===== config.mk =====
export PLATFORM = sky130hd
export DESIGN_NAME = multicycle_controller
export DESIGN_NICKNAME = d
export VERILOG_FILES = /design/src/rtl/mips_ctrl_pkg.sv /design/src/rtl/alu_decoder.sv /design/src/rtl/multicycle_controller.sv
export SDC_FILE = /design/constraint.sdc
export NUM_CORES = 1
export LEC_CHECK = 0
export BUFFER_PORTS_ARGS = -buffer_cell sky130_fd_sc_hd__buf_2
export CORE_MARGIN = 1.5
export CORE_UTILIZATION = 40
export CTS_BUF_LIST = sky130_fd_sc_hd__clkbuf_16
export CTS_CLUSTER_SIZE = 8
export DETAILED_ROUTE_END_ITERATION = 10
export PLACE_DENSITY_LB_ADDON = 0.08
export SLEW_MARGIN = 20
export SYNTH_ARGS = -nofsm -noshare
export SYNTH_HDL_FRONTEND = slang
export SYNTH_SLANG_ARGS = --single-unit

===== constraint.sdc =====
create_clock -name clk -period 2.2 [get_ports clk]
set_clock_uncertainty 0.2 [all_clocks]
set_input_delay 0.55 -clock clk [delete_from_list [all_inputs] [get_ports clk]]
set_output_delay 0.55 -clock clk [all_outputs]
set_load 0.02 [all_outputs]

===== src/rtl/mips_ctrl_pkg.sv =====
// Shared constants for the multicycle MIPS controller.
// MULTICYCLE_ILLEGAL_TRAP_EN adds the ERROR state.
package mips_ctrl_pkg;

  localparam logic [3:0] S_START    = 4'd0;
  localparam logic [3:0] S_FETCH    = 4'd1;
  localparam logic [3:0] S_DECODE   = 4'd2;
  localparam logic [3:0] S_MEMADR   = 4'd3;
  localparam logic [3:0] S_MEMREAD  = 4'd4;
  localparam logic [3:0] S_MEMWB    = 4'd5;
  localparam logic [3:0] S_MEMWRITE = 4'd6;
  localparam logic [3:0] S_EXECUTE  = 4'd7;
  localparam logic [3:0] S_ALUWB    = 4'd8;
  localparam logic [3:0] S_BEQ      = 4'd9;
  localparam logic [3:0] S_ADDIEX   = 4'd10;
  localparam logic [3:0] S_ADDIWB   = 4'd11;
  localparam logic [3:0] S_JUMP     = 4'd12;
`ifdef MULTICYCLE_ILLEGAL_TRAP_EN
  localparam logic [3:0] S_ERROR    = 4'd13;
`endif

  localparam logic [5:0] OP_R    = 6'b000000;
  localparam logic [5:0] OP_LW   = 6'b100011;
  localparam logic [5:0] OP_SW   = 6'b101011;
  localparam logic [5:0] OP_BEQ  = 6'b000100;
  localparam logic [5:0] OP_ADDI = 6'b001000;
  localparam logic [5:0] OP_J    = 6'b000010;

  localparam logic [2:0] ALU_ADD = 3'b010;
  localparam logic [2:0] ALU_SUB = 3'b110;
  localparam logic [2:0] ALU_AND = 3'b000;
  localparam logic [2:0] ALU_OR  = 3'b001;
  localparam logic [2:0] ALU_SLT = 3'b111;

  localparam logic [1:0] SRCB_RD2   = 2'b00;
  localparam logic [1:0] SRCB_FOUR  = 2'b01;
  localparam logic [1:0] SRCB_IMM   = 2'b10;
  localparam logic [1:0] SRCB_IMMSH = 2'b11;

  localparam logic [1:0] PCSRC_ALU    = 2'b00;
  localparam logic [1:0] PCSRC_ALUOUT = 2'b01;
  localparam logic [1:0] PCSRC_JUMP   = 2'b10;

  typedef enum logic [1:0] {
    ALUOP_ADD,
    ALUOP_SUB,
    ALUOP_FUNCT
  } aluop_e;

endpackage


===== src/rtl/alu_decoder.sv =====
// Maps the state-supplied ALU class and funct
// field onto the datapath ALU operation code.
module alu_decoder
  import mips_ctrl_pkg::*;
(
  input  aluop_e      aluop,
  input  logic [3:0]  funct,
  output logic [2:0]  alucontrol
);

  // Class select, with R-type funct lookup
  always_comb begin
    alucontrol = ALU_ADD;
    case (aluop)
      ALUOP_ADD: alucontrol = ALU_ADD;
      ALUOP_SUB: alucontrol = ALU_SUB;
      ALUOP_FUNCT: begin
        case (funct)
          4'b0000: alucontrol = ALU_ADD;
          4'b0010: alucontrol = ALU_SUB;
          4'b0100: alucontrol = ALU_AND;
          4'b0101: alucontrol = ALU_OR;
          4'b1010: alucontrol = ALU_SLT;
          default: alucontrol = ALU_ADD;
        endcase
      end
      default: alucontrol = ALU_ADD;
    endcase
  end

endmodule


===== src/rtl/multicycle_controller.sv =====
// Multicycle MIPS sequencing FSM with memory wait states.
// MULTICYCLE_ILLEGAL_TRAP_EN traps unknown opcodes.
module multicycle_controller
  import mips_ctrl_pkg::*;
(
  input  logic       clk,
  input  logic       reset,
  input  logic [5:0] op,
  input  logic [3:0] funct,
  input  logic       zero,
  input  logic       mem_ready,
  output logic       mem_req,
  output logic       memwrite,
  output logic       iord,
  output logic       irwrite,
  output logic       pcen,
  output logic       regwrite,
  output logic       regdst,
  output logic       memtoreg,
  output logic       alusrca,
  output logic [1:0] alusrcb,
  output logic [2:0] alucontrol,
  output logic [1:0] pcsrc,
  output logic       instr_done,
  output logic       illegal_op
);

  logic [3:0] state_q;
  logic [3:0] state_d;
  aluop_e     aluop;
  logic       op_mem;
  logic       op_known;
  logic [3:0] bad_next;

  assign op_mem   = (op == OP_LW) || (op == OP_SW);
  assign op_known = op_mem || (op == OP_R) ||
                    (op == OP_BEQ) || (op == OP_ADDI) ||
                    (op == OP_J);

`ifdef MULTICYCLE_ILLEGAL_TRAP_EN
  assign bad_next = S_ERROR;
`else
  assign bad_next = S_FETCH;
`endif

  // Next-state sequencing
  always_comb begin
    state_d = state_q;
    case (state_q)
      S_START:  state_d = S_FETCH;
      S_FETCH:  if (mem_ready) state_d = S_DECODE;
      S_DECODE: begin
        unique case (1'b1)
          op_mem:          state_d = S_MEMADR;
          (op == OP_R):    state_d = S_EXECUTE;
          (op == OP_BEQ):  state_d = S_BEQ;
          (op == OP_ADDI): state_d = S_ADDIEX;
          (op == OP_J):    state_d = S_JUMP;
          default:         state_d = bad_next;
        endcase
      end
      S_MEMADR:
        state_d = (op == OP_LW) ? S_MEMREAD
                                : S_MEMWRITE;
      S_MEMREAD:  if (mem_ready) state_d = S_MEMWB;
      S_MEMWB:    state_d = S_FETCH;
      S_MEMWRITE: if (mem_ready) state_d = S_FETCH;
      S_EXECUTE:  state_d = S_ALUWB;
      S_ALUWB:    state_d = S_FETCH;
      S_BEQ:      state_d = S_FETCH;
      S_ADDIEX:   state_d = S_ADDIWB;
      S_ADDIWB:   state_d = S_FETCH;
      S_JUMP:     state_d = S_FETCH;
`ifdef MULTICYCLE_ILLEGAL_TRAP_EN
      S_ERROR:    state_d = S_ERROR;
`endif
      default:    state_d = S_START;
    endcase
  end

  // State register; reset forces START asynchronously
  always_ff @(posedge clk or negedge reset) begin
    if (!reset) state_q <= S_START;
    else        state_q <= state_d;
  end

  // Per-state datapath controls
  always_comb begin
    mem_req    = 1'b0;
    memwrite   = 1'b0;
    iord       = 1'b0;
    irwrite    = 1'b0;
    pcen       = 1'b0;
    regwrite   = 1'b0;
    regdst     = 1'b0;
    memtoreg   = 1'b0;
    alusrca    = 1'b0;
    alusrcb    = SRCB_RD2;
    aluop      = ALUOP_ADD;
    pcsrc      = PCSRC_ALU;
    instr_done = 1'b0;
    illegal_op = 1'b0;
    case (state_q)
      S_FETCH: begin
        mem_req = 1'b1;
        alusrcb = SRCB_FOUR;
        irwrite = mem_ready;
        pcen    = mem_ready;
      end
      S_DECODE: begin
        alusrcb = SRCB_IMMSH;
`ifndef MULTICYCLE_ILLEGAL_TRAP_EN
        instr_done = !op_known;
`endif
      end
      S_MEMADR: begin
        alusrca = 1'b1;
        alusrcb = SRCB_IMM;
      end
      S_MEMREAD: begin
        mem_req = 1'b1;
        iord    = 1'b1;
      end
      S_MEMWB: begin
        regwrite   = 1'b1;
        memtoreg   = 1'b1;
        instr_done = 1'b1;
      end
      S_MEMWRITE: begin
        mem_req    = 1'b1;
        memwrite   = 1'b1;
        iord       = 1'b1;
        instr_done = mem_ready;
      end
      S_EXECUTE: begin
        alusrca = 1'b1;
        aluop   = ALUOP_FUNCT;
      end
      S_ALUWB: begin
        regwrite   = 1'b1;
        regdst     = 1'b1;
        instr_done = 1'b1;
      end
      S_BEQ: begin
        alusrca    = 1'b1;
        aluop      = ALUOP_SUB;
        pcsrc      = PCSRC_ALUOUT;
        pcen       = zero;
        instr_done = 1'b1;
      end
      S_ADDIEX: begin
        alusrca = 1'b1;
        alusrcb = SRCB_IMM;
      end
      S_ADDIWB: begin
        regwrite   = 1'b1;
        instr_done = 1'b1;
      end
      S_JUMP: begin
        pcsrc      = PCSRC_JUMP;
        pcen       = 1'b1;
        instr_done = 1'b1;
      end
`ifdef MULTICYCLE_ILLEGAL_TRAP_EN
      S_ERROR: illegal_op = 1'b1;
`endif
      default: ;
    endcase
    if (state_q == S_START) aluop = ALUOP_ADD;
  end

  // ALU op is zero in states that leave the ALU idle
  logic [2:0] alu_raw;

  alu_decoder u_alu_decoder (
    .aluop      (aluop),
    .funct      (funct),
    .alucontrol (alu_raw)
  );

  // Only states that actually use the ALU present an opcode
  always_comb begin
    alucontrol = 3'b000;
    case (state_q)
      S_FETCH, S_DECODE, S_MEMADR,
      S_EXECUTE, S_BEQ, S_ADDIEX:
        alucontrol = alu_raw;
      default: alucontrol = 3'b000;
    endcase
  end

endmodule

==> results.ini <==
[drt]
routedWlPerCell_um = 23.9
postRouteAntennaNets = 0
first_iter_violations = 96
drt_first_pass_iters = 4
vias = 1174
vias_per_cell = 6.75
wl_um = 4160
drc = 0

[timing]
min_period_over_period_pct = 113
period_needed_ns = 2.48
hold_violations = 0
setup_slack_ns = -0.278
rsz0062_at_grt = true
holdWs_ns = 0.524
setup_viol = 10
max_freq_mhz = 403
maxSlewViolCount = 0

[critical_path]
reg2reg_to = state_q[3]
slowest_stage = dfrtp_1
end_kind = primary output
cp_cell_sequence = inv_2 -> nand2_1 -> nor2_4 -> inv_2 -> ha_4 -> a211oi_2 -> nor2_4 -> buf_6
cp.required_ns = 1.45
ff2ff_setup_slack_ns = 0.41
start_kind = flip-flop
slowest_delay_ns = 0.42
crit_arrival_ns = 1.73
critPathMaxFanout = 3
criticalPathCategory = flip-flop to primary output
r2r-start = state_q[2]
ff2ff_path_depth = 3

[clock_tree]
clkTransAtPathRegs_ns = 0.03
cts_tree = yes
cts_buffers = 3
root_buffer = clkbuf_16
cts_max_level = 1
clk_latency_ns = 0.23
ctsLongestPathBuffers = 2
cts_sinks = 4

[synthesis]
synthArstFlopShare_pct = 100
yosys.area.top_type = dfrtp_1
synth_fp_nets = 112
yosysWarningCount = 0
ys_seq_elements = 4
synth_seq_area_share_pct = 15.5
synth_edf_count = 0
synth_top_cell_area_share_pct = 15.5
ys_types = 39
synthCells = 96
synth_area_sq_um = 644
ys.flop_type = dfrtp_1
synthTopCellsByCount = 16 x nor2_1, 8 x nand2_1, 7 x nand2b_1
synth.most_common_cell = nor2_1
avgSynthCellArea_sq_um = 6.71
synthTopCellsByArea = dfrtp_1 16%, nor2_1 9.3%, nand2b_1 6.8%

[min_path]
hold_path.class = input port to asynchronous set/reset pin

[floorplan]
dieArea_sq_um = 1860
die_height_um = 43.1
die_w_um = 43.1
core_region_area_sq_um = 1510
rows = 14
start_util_pct = 42.8
pin_count = 32

[power]
swShare_pct = 48.7
p_comb_share_pct = 78.8
power_density_nw_per_um2 = 1480
p_leak_uw = 0.000685
p_clk_share_pct = 13.7
internal-power_uw = 1090
p_seq_share_pct = 7.5
power.switching_uw = 1040
peakVddDrop_uv = 1210

[job]
maxCapViolCount = 0

[global_route]
grt_pass1_vias = 993
grt_use_total_pct = 33.2
grt_max_degree = 10
gr-total-overflow = 0
grt_pass1_wl_um = 4660
antenna_found_initial = 0

[final_layout]
regMostFlops = state_q
area_delta_synth_final_pct = 124
nNetsFinal = 176
diodes = 0
final_util_pct = 95.7
largest_reg_flops = 4
layout-drive-gt1-share_pct = 69.0
top_regs = state_q x4
stdcell_area_sq_um = 1440

[placement]
dpl_cell_area_sq_um = 1030
numPortBuffers = 30
hpwl_um = 1700
place_congestion = 0.907

[outcome]
violations = setup timing
status = finished, violations left

[how the worst max path moves through the flow]
stage                     slack (ns)  cells past startpoint  startpoint             to
final                          -0.28                      8  state_q[1]  alucontrol[1]
after global routing           -0.31                      8  state_q[1]  alucontrol[1]
after CTS                      -0.15                      8  state_q[3]  alucontrol[1]
after detailed placement       -0.19                      5       op[0]     instr_done
after global placement         -0.15                      5       op[0]     instr_done
after floorplan                -0.02                      7  state_q[3]  alucontrol[2]
[cell usage in the layout (no fill, tap or decap), types with 3 or more instances in the layout]
master,Yosys,routed
nand2b_1,7,5
clkbuf_16,0,3
a21oi_2,0,3
mux2i_1,3,3
buf_2,4,20
nand2_1,8,6
o21ai_0,4,4
buf_4,1,31
nor2_4,0,7
buf_6,1,14
inv_2,3,4
nor2_1,16,11
[critical path, delay by kind of cell (launching register included)]
family	cells	cell delay (ns)
AOI/OAI and AO/OA	1	0.27
and+or+nand+nor	3	0.35
DFF	1	0.42
buffers and inverters	3	0.29
adders and majority gates	1	0.17
[cells by family after synthesis]
kind of cell	synth area share (%)
buffers and inverters	9.51
and+or+nand+nor	36.9
DFF	15.5
muxes	4.66
AOI/OAI and AO/OA	27.6
other	0.582
xor gates and xnor gates	1.36
adders and majority gates	3.88
[layer usage]
| layer | global-route usage, % | share of wire [%] | vias to the layer above |
|---|---|---|---|
| li1 | - | - | 473 |
| met1 | 38.0 | 34 | 541 |
| met2 | 59.1 | 47 | 115 |
| met3 | 10.6 | 10 | 45 |
| met4 | 7.88 | 8.3 | 0 |
| met5 | 0 | 0 | - |
[cell type report]
type,count,area (sq um)
multi-input cells,80,722
repair buffers,66,500
well taps,16,20.0
inverters,5,21.3
fillers,37,65.1
clock buffers,3,75.1
flip-flops and latches,4,103
[power by group through the flow]
stage	clock, uW	sequential [uW]	combinational (uW)
final	292	160	1680
after floorplan	0	120	728
after global routing	304	159	1730
after CTS	286	146	1250
after detailed placement	0	139	1090
after global placement	0	139	1070
[timing repair]
action / in CTS / in global routing
setup buffers: 6 / 6
hold buffers: 1 / 0
pin swaps: 9 / 9
resized for setup: 27 / 37
endpoints found under the setup margin: 8 / 12
hold endpoints to repair: 4 / 0
[per-stage QoR]
step / instances / power (uW) / worst slack (ns) / TNS, ns
finish: 174 / 2130 / -0.278 / -1.24
global route: 174 / 2190 / -0.308 / -1.56
CTS: 170 / 1680 / -0.153 / -0.673
detailed placement: 161 / 1230 / -0.190 / -0.329
global placement: 161 / 1210 / -0.151 / -0.252
floorplan: 96 / 848 / -0.0184 / -0.0252
Note: power is estimated with default switching activity, not from simulation.
